[src/rtl/moore_mod_counter.sv]
// -----------------------------------------------------------------------------
// moore_mod_counter
//
// Parametrised up/down modulo counter driven by a registered control FSM.
// The FSM state (IDLE / UP / DOWN) is taken from en/up at every edge, and the
// count moves according to the state that is already registered. As a result
// a step always lands one edge after en was sampled high. Every output is
// decoded from registered state only, so no input reaches an output through
// combinational logic.
//
// Parameters:
//   WIDTH    - count register width in bits (>= 1)
//   MAX_VAL  - highest count value; the counter runs modulo MAX_VAL+1
//   SATURATE - 0: wrap at the limits, 1: hold at the limits
//
// Ports:
//   clk       in   rising-edge clock
//   reset     in   asynchronous, active-high reset
//   en        in   count enable request
//   up        in   direction request (1 = up, 0 = down), sampled with en
//   clear     in   synchronous clear of the count (highest priority)
//   load      in   synchronous load of load_val, clamped to MAX_VAL
//   load_val  in   value to load
//   count     out  registered count
//   mode      out  FSM state: 00 IDLE, 01 UP, 10 DOWN
//   at_max    out  count == MAX_VAL
//   at_min    out  count == 0
//   wrap      out  one-cycle pulse in the cycle after a wrap step
// -----------------------------------------------------------------------------
module moore_mod_counter #(
    parameter int unsigned WIDTH    = 4,
    parameter int unsigned MAX_VAL  = 2**WIDTH - 1,
    parameter bit          SATURATE = 1'b0
) (
    input  logic             clk,
    input  logic             reset,
    input  logic             en,
    input  logic             up,
    input  logic             clear,
    input  logic             load,
    input  logic [WIDTH-1:0] load_val,
    output logic [WIDTH-1:0] count,
    output logic [1:0]       mode,
    output logic             at_max,
    output logic             at_min,
    output logic             wrap
);

    typedef enum logic [1:0] {
        ST_IDLE = 2'b00,
        ST_UP   = 2'b01,
        ST_DOWN = 2'b10
    } state_e;

    localparam logic [WIDTH-1:0] MAX_C  = WIDTH'(MAX_VAL);
    localparam logic [WIDTH-1:0] ZERO_C = '0;
    localparam logic [WIDTH-1:0] ONE_C  = WIDTH'(1);

    state_e           state_q, state_d;
    logic [WIDTH-1:0] count_q, count_d;
    logic             wrap_q,  wrap_d;

    // -------------------------------------------------------------------------
    // State register
    // NOTE: non-blocking assignments here so every flop samples the values
    // from before the edge, whatever order the simulator runs the processes.
    // -------------------------------------------------------------------------
    always_ff @(posedge clk or posedge reset) begin
        if (reset) begin
            state_q <= ST_IDLE;
            count_q <= ZERO_C;
            wrap_q  <= 1'b0;
        end else begin
            state_q <= state_d;
            count_q <= count_d;
            wrap_q  <= wrap_d;
        end
    end

    // -------------------------------------------------------------------------
    // Next-state logic. The next state depends only on en/up, so the illegal
    // code 2'b11 goes back to a legal state on the very next edge.
    // -------------------------------------------------------------------------
    always_comb begin
        if (!en) begin
            state_d = ST_IDLE;
        end else if (up) begin
            state_d = ST_UP;
        end else begin
            state_d = ST_DOWN;
        end
    end

    // -------------------------------------------------------------------------
    // Count datapath. The limits are compared against MAX_C rather than against
    // natural overflow, so count never shows a value above MAX_VAL.
    // NOTE: each target gets a default at the top of the block so that no path
    // leaves it unassigned. That prevents latch inference.
    // -------------------------------------------------------------------------
    always_comb begin
        count_d = count_q;
        wrap_d  = 1'b0;

        if (clear) begin
            count_d = ZERO_C;
        end else if (load) begin
            count_d = (load_val > MAX_C) ? MAX_C : load_val;
        end else begin
            unique case (state_q)
                ST_UP: begin
                    if (count_q == MAX_C) begin
                        if (!SATURATE) begin
                            count_d = ZERO_C;
                            wrap_d  = 1'b1;
                        end
                    end else begin
                        count_d = count_q + ONE_C;
                    end
                end
                ST_DOWN: begin
                    if (count_q == ZERO_C) begin
                        if (!SATURATE) begin
                            count_d = MAX_C;
                            wrap_d  = 1'b1;
                        end
                    end else begin
                        count_d = count_q - ONE_C;
                    end
                end
                default: begin
                    // IDLE (and the illegal code) hold the count.
                    count_d = count_q;
                end
            endcase
        end
    end

    // -------------------------------------------------------------------------
    // Moore outputs, decoded from registered state only
    // -------------------------------------------------------------------------
    always_comb begin
        count  = count_q;
        mode   = state_q;
        at_max = (count_q == MAX_C);
        at_min = (count_q == ZERO_C);
        wrap   = wrap_q;
    end

endmodule
[config.mk]
export PLATFORM = sky130hd
export DESIGN_NAME = moore_mod_counter
export DESIGN_NICKNAME = d
export VERILOG_FILES = /design/src/rtl/moore_mod_counter.sv
export SDC_FILE = /design/constraint.sdc
export NUM_CORES = 1
export LEC_CHECK = 0
export CORE_AREA = 2 2 39 41
export DETAILED_ROUTE_END_ITERATION = 7
export DIE_AREA = 0 0 41 43
export PLACE_DENSITY = 0.69
export SYNTH_ARGS = -nofsm -noshare
export SYNTH_HDL_FRONTEND = slang
export SYNTH_SLANG_ARGS = --single-unit
[constraint.sdc]
create_clock -name clk -period 1.6 [get_ports clk]
set_input_delay 0.16 -clock clk [delete_from_list [all_inputs] [get_ports clk]]
set_output_delay 0.16 -clock clk [all_outputs]
set_load 0.02 [all_outputs]
==> results.rst, run 1 <==
.. list-table::
   :header-rows: 1

   * - Metric
     - Value
   * - Outcome
     - completed
   * - Worst R2R Start
     - mode[0]
   * - Layout overhead on the synthesized area
     - 59.8%
   * - Count of cells along the worst register-to-register path
     - 6
   * - Global-route wire length before repair
     - 1930 um
   * - Number of pins exceeding their max-slew limit in the final report
     - 0
   * - RD Place Congestion
     - 0.803
   * - Global routing usage on met2
     - 0.247
   * - TritonCTS clock tree
     - yes
   * - Antenna viol nets, final
     - 0
   * - Part of the total power dissipated in combinational logic
     - 0.355
   * - Largest area contributor in the synthesized netlist
     - dfrtp_1
   * - CP max stage cell
     - clkdlybuf4s50_1
   * - TritonCTS Buffers
     - 3
   * - Largest cells by area after synthesis
     - dfrtp_1 (36%), ha_1 (10%), inv_1 (6.9%)
   * - Total die area
     - roughly 1800 sq um
   * - Layout Skew
     - roughly 0.00076 ns
   * - Switching portion of total power
     - 0.314
   * - Unrepaired setup endpoints after global routing
     - no
   * - Total number of clock tree sinks
     - 7
   * - Sequential fraction of the synthesis area
     - 0.358
   * - Post-route DRC violation count
     - 0
   * - Violation count after the first detailed-route iteration
     - 21
   * - Boundary Pins
     - 19
   * - Via count of the first global-routing pass
     - roughly 470
   * - Initial antenna violation count
     - 0
   * - Number of instances in the placed design
     - between 90 and 100
   * - CTS Buffer Depth
     - 2
   * - Leakage power summed over all cells
     - between 0.3 and 0.4 nW
   * - Fin nets
     - 99
   * - Routed len/inst
     - ~12 um
   * - Floorplan die height
     - approximately 43 um
   * - Diodes inserted
     - 0
   * - Max_slew headroom
     - 0.816
   * - Proportion of layout cells with a drive suffix above 1
     - 0.214
   * - Reg-to-reg setup timing slack
     - about 0.14 ns
   * - Filler Cell Count
     - between 100 and 150
   * - Initial core utilization
     - 0.354
   * - Pin count of the biggest net entering global routing
     - 9
   * - Worst Path Max Fanout
     - 6
   * - Number of synthesized flops with an enable pin
     - 0
   * - Clock latency at the later pin of the worst-skew pair
     - approximately 0.25 ns
   * - Switching pwr
     - between 0.00015 and 0.0002 W
   * - Final period util
     - 0.956
   * - Post-layout min period
     - about 1.5 ns
   * - Top cells by instance count after synthesis
     - inv_1 (9), dfrtp_1 (7), a21oi_1 (6), ha_1 (4), nor2_1 (4)
   * - Largest incremental delay on the critical path
     - ~0.60 ns
   * - Area share of the largest cell type after synthesis
     - 0.358
   * - Via density per instance
     - between 5 and 6
   * - Clock slew at the register clock pins of the worst setup and hold paths
     - ~0.05 ns
   * - Dominant cell by count in the synthesized netlist
     - inv_1
   * - Category of the most critical setup path
     - reg -> out
   * - Setup TNS Final
     - 0 ns
   * - Overflow left after global routing
     - 0
   * - Post-Syn Area
     - 489 sq um
   * - Met3 track demand over resource
     - 0.0157
   * - Library cell used as clock root buffer
     - clkbuf_4
   * - Ys Warns
     - 0
   * - Startpoint kind of the worst setup timing path
     - flop
   * - Number of distinct standard cells referenced by the synthesized netlist
     - 27
   * - Horizontal extent of the die
     - just over 40 um
   * - Fmax achieved
     - around 650 MHz
   * - Placed wire-length estimate after detailed placement
     - a little over 900 um
   * - IO Port Bufs
     - 18
   * - Multi-input combinational cell area
     - roughly 290 sq um
   * - Share of total power in the clock network
     - 0.284
   * - Reported max-cap violation count
     - 0
   * - Finish-stage setup viols
     - 0
   * - Required time reported for the critical path endpoint
     - ~1.4 ns
   * - Area of the core
     - 1380 sq um
   * - Via count
     - around 510
   * - Internal power consumption
     - around 0.00038 W
   * - Top Usage Layer GRT
     - met2
   * - Crit-path cells
     - buf_4 -> clkdlybuf4s50_1
   * - VDD IR max
     - between 0.0004 and 0.0005 V
   * - Total Routing Usage GR
     - 0.158
   * - Total routed wirelength
     - between 1000 and 1500 um
   * - Number of standard cells in the layout, taps in and fillers out
     - 100
   * - Clock H-tree levels
     - 1
   * - Number of synthesized register bits
     - 7
   * - Number of iterations in the first detailed-routing pass
     - 4
   * - Synth Area per Inst
     - 8.58 sq um
   * - Sequential power share
     - 0.361
   * - Hold buffer count at cts
     - 0
   * - Total area of sequential cells
     - 176 sq um
   * - Reg-to-Reg End
     - count[2]
   * - Power per cell area
     - 713 nW/um^2
   * - Share of flip-flops with an asynchronous set or reset
     - 1.00
   * - Classification of the worst-slack hold path
     - in -> async
   * - Arrival time worst endpoint
     - around 1.4 ns
   * - Crit end category
     - output port
   * - Prevailing post-synth register cell
     - dfrtp_1
   * - Final-report hold violation count
     - 0
   * - Gate count of the mapped netlist
     - 57
   * - Net count after synthesis
     - 71
   * - Rows
     - 14
   * - Transition time of the tightest slew-check pin
     - about 0.27 ns
   * - Met1 Track Usage GR
     - 0.207
[registers in the layout (all words and copies together) (netlist names)]
register,flops
mode,2
count,4
wrap,1
[per-stage QoR]
| stage | setup slack, ns | hold slack [ns] | total power, W | util | cell area (sq um) |
|---|---|---|---|---|---|
| floorplan | 0.0129 | -0.0367 | 0.000303 | - | 495 |
| global placement | 0.0370 | 0.401 | 0.000393 | 0.534 | 739 |
| detailed placement | 0.0136 | 0.408 | 0.000395 | 0.534 | 739 |
| CTS | 0.0117 | 0.130 | 0.000559 | 0.552 | 764 |
| global route | 0.00848 | 0.168 | 0.000595 | 0.565 | 782 |
| finish | 0.0708 | 0.130 | 0.000558 | 0.565 | 782 |
[cell families (layout without fill, tap and decap cells)]
kind of cell | count (synthesis) | in the layout | synth area share
AO/OA/AOI/OAI | 16 | 16 | 0.217
XOR/XNOR | 2 | 2 | 0.0358
adder cells (fa/ha/maj) | 4 | 4 | 0.102
buffers and inverters | 12 | 39 | 0.0946
flip-flops | 7 | 7 | 0.358
multiplexers | 2 | 2 | 0.0409
AND/OR/NAND/NOR | 14 | 14 | 0.151
[metal layers]
| layer | wire (um) | part of all wire |
|---|---|---|
| met1 | 503 | 0.43 |
| met2 | 627 | 0.53 |
| met3 | 39 | 0.033 |
| met4 | 6 | 0.0051 |
| met5 | 0 | 0 |
[cell usage in the layout, fill, tap and decap left out, drive strengths merged, types with 2 or more instances in the layout]
master         synthesis  routed
a21oi                  6       6
mux2i                  2       2
nand2                  3       3
o21ai                  2       2
inv                   10      10
nor2                   4       4
ha                     4       4
buf                    1       7
clkbuf                 1       4
dfrtp                  7       7
clkdlybuf4s50          0      16
xnor2                  2       2
[how the worst max path moves through the flow]
stage	from	end	slack (ns)
4_1_cts	count[1]	at_min	0.01
3_5_place_dp	count[1]	at_min	0.01
3_3_place_gp	count[0]	at_min	0.04
6_report	count[0]	count[0]	0.07
5_1_grt	count[0]	count[0]	0.008
2_1_floorplan	count[1]	count[3]	0.01
[worst max-delay path: cells and delay by family (launching register included)]
| family | cells | cell delay [ns] |
|---|---|---|
| buffers and inverters | 2 | 0.74 |
| DFF | 1 | 0.38 |
[cell type report]
cell class	count	share of cell area
tap	16	0.0256
timing repair buffer	25	0.291
clock buffer	3	0.0288
inverter	10	0.0480
sequential	7	0.226
clock inverter	1	0.00640
multi-input combinational	38	0.374
[power groups by stage]
stage          clock network (W)  logic (W)  registers [W]
2_1_floorplan                  0  0.0000812       0.000221
3_5_place_dp                   0   0.000191       0.000204
6_report                0.000158   0.000198       0.000201
4_1_cts                 0.000169   0.000189       0.000201
3_3_place_gp                   0   0.000190       0.000203
5_1_grt                 0.000175   0.000218       0.000203
[what timing repair did]
item                       CTS  global route
buffers inserted             0             1
cloned                       0             0
pin swaps                    0             4
setup endpoints to repair    2             4
gates resized for setup      2             8
(Power assumes the default switching activity.)
==> run 2, diff against run 1 <==
CAP_MARGIN = 20   (was unset)
GPL_TIMING_DRIVEN = 0   (was unset)
==> run 2 against run 1 <==
Register-to-register slack worse by 0.07 ns. Global-route usage is 0.90 points lower. Fmax about the same. Sequential cell count unchanged. Sequential power is 3% higher. Via count decreased by 5.9%. Total power down 3.8%. Worst hold slack gained 0.0059 ns. Combinational power decreased by 12%. Worst setup slack barely moved. Critical endpoint is now count[3].
==> results.rst, run 2 (synthesis results as in run 1) <==
.. list-table::
   :header-rows: 1

   * - Metric
     - Value
   * - Placed wire-length estimate after detailed placement
     - around 830 um
   * - Total number of clock tree sinks
     - 7
   * - Layout overhead on the synthesized area
     - 51.4%
   * - Initial antenna violation count
     - 0
   * - CP Capture Point
     - count[3]
   * - Max reg flops
     - 4
   * - Part of the total power dissipated in combinational logic
     - 0.324
   * - Final Core Density
     - 0.535
   * - Global-route wire length before repair
     - 1770 um
   * - Max_slew headroom
     - 0.747
   * - Rows
     - 14
   * - Diodes inserted
     - 0
   * - Total routed wirelength
     - around 1100 um
   * - Sequential power share
     - 0.386
   * - Worst R2R Start
     - count[1]
   * - Via density per instance
     - 4.92
   * - Launching element of the worst setup path
     - count[1]
   * - Total die area
     - ~1800 sq um
   * - Required time reported for the critical path endpoint
     - 1.72 ns
   * - Arrival time worst endpoint
     - about 1.7 ns
   * - Switching portion of total power
     - 0.303
   * - Clock H-tree levels
     - 1
   * - Antenna viol nets, final
     - 0
   * - Fmax achieved
     - 654 MHz
   * - Post-placement worst setup slack
     - -0.131 ns
   * - Overflow left after global routing
     - 0
   * - Category of the most critical setup path
     - reg -> reg
   * - Via count of the first global-routing pass
     - about 440
   * - Worst Path Max Fanout
     - 7
   * - Reg-to-Reg End
     - count[3]
   * - Outcome
     - completed
   * - Least setup slack across all paths after layout
     - around 0.07 ns
   * - Power per cell area
     - 725 nW/um^2
   * - Initial core utilization
     - 0.354
   * - CTS Buffer Depth
     - 2
   * - IO Port Bufs
     - 17
   * - Classification of the worst-slack hold path
     - in -> async
   * - Internal power consumption
     - around 0.00037 W
   * - Most frequent cells in the layout
     - clkdlybuf4s50_1 (14), inv_1 (9), a21oi_1 (6), dfrtp_1 (5)
   * - Leading cell type in the layout, fill and taps excluded
     - clkdlybuf4s50_1
   * - Routed len/inst
     - roughly 11 um
   * - Final-report hold violation count
     - 0
   * - Boundary Pins
     - 19
   * - VDD IR max
     - 0.000308 V
   * - Pin count of the biggest net entering global routing
     - 10
   * - Setup TNS Final
     - 0 ns
   * - Library cell used as clock root buffer
     - clkbuf_4
   * - Proportion of layout cells with a drive suffix above 1
     - 0.185
   * - Clock slew at the register clock pins of the worst setup and hold paths
     - around 0.05 ns
   * - Post-route DRC violation count
     - 0
   * - Total power
     - roughly 0.00054 W
   * - TritonCTS clock tree
     - yes
   * - Number of pins exceeding their max-slew limit in the final report
     - 0
   * - Finish-stage setup viols
     - 0
   * - Horizontal extent of the die
     - slightly above 40 um
   * - Startpoint kind of the worst setup timing path
     - flop
   * - Switching pwr
     - ~0.00016 W
   * - Transition time of the tightest slew-check pin
     - ~0.38 ns
   * - Floorplan die height
     - 43 um
   * - Total Routing Usage GR
     - 0.149
   * - TritonCTS Buffers
     - 3
   * - Final period util
     - 0.956
   * - RD Place Congestion
     - about 0.76
   * - Number of iterations in the first detailed-routing pass
     - 2
   * - Fin nets
     - between 90 and 100
   * - Violation count after the first detailed-route iteration
     - 10
   * - Clock latency at the later pin of the worst-skew pair
     - ~0.25 ns
   * - Share of total power in the clock network
     - 0.289
   * - Reported max-cap violation count
     - 0
   * - Reg-to-reg setup timing slack
     - approximately 0.070 ns
   * - Area of the core
     - approximately 1400 sq um
   * - Layout Skew
     - slightly below 0.003 ns
   * - Crit end category
     - flop
   * - Via count
     - 477
   * - Count of cells along the worst register-to-register path
     - 6
   * - Leakage power summed over all cells
     - ~0.34 nW
   * - Post-layout min period
     - around 1.5 ns
-- run 2: cell count changes in the layout (fill, tap and decap cells not counted), sizes merged --
cell,delta
clkbuf,+2
buf,-2
clkdlybuf4s50,-2
clkdlybuf4s15,-1
clkinv,-1
dlymetal6s2s,+1
-- run 2: layout make-up --
cell class,count,area [sq um]
plain buffers,2,8.76
clock buffers,4,26.3
fillers,143,643
inverters,10,37.5
multi-input cells,38,283
flip-flops and latches,7,178
well taps,16,20.0
repair buffers,20,188
-- run 2: worst min path at each step --
stage	from	end	slack, ns	cells after the start
CTS	reset	count[3]	0.14	2
finish	reset	count[3]	0.14	2
global route	reset	count[3]	0.17	2
floorplan	reset	count[1]	-0.04	1
detailed placement	reset	mode[0]	0.41	2
global placement	reset	mode[1]	0.40	2
-- run 2: repair_timing --
item,CTS,global route
hold buffers,0,0
setup endpoints to repair,2,5
gates resized for setup,7,6
buffers inserted,2,1
pin swaps,0,0
-- run 2: power groups by stage --
stage	clock [W]	sequential, W	combinational (W)
6_report	0.000155	0.000207	0.000174
5_1_grt	0.000168	0.000209	0.000192
4_1_cts	0.000164	0.000207	0.000166
3_5_place_dp	0	0.000211	0.000161
3_3_place_gp	0	0.000210	0.000159
2_1_floorplan	0	0.000221	0.0000812
-- run 2: worst max-delay path, cell delays in order, from the launching register on --
cell,delay [ns]
dfrtp_2,0.42
inv_1,0.08
ha_1,0.22
o21bai_1,0.16
a21oi_1,0.14
a311oi_1,0.07
o41a_1,0.33
-- run 2: metrics by stage --
stage | hold WS, ns | cell area (sq um) | cells
floorplan | -0.0367 | 495 | 57
global placement | 0.396 | 686 | 90
detailed placement | 0.407 | 686 | 90
CTS | 0.136 | 724 | 96
global route | 0.170 | 741 | 97
finish | 0.136 | 741 | 97
-- run 2: per-layer routing --
layer	part of all wire	vias to the layer above	GRT usage	wire, um
met1	0.43	220	0.164	462
li1	-	244	-	-
met4	0.0056	0	0.120	6
met2	0.51	11	0.234	552
met5	0	-	0	0
met3	0.049	2	0.0262	53
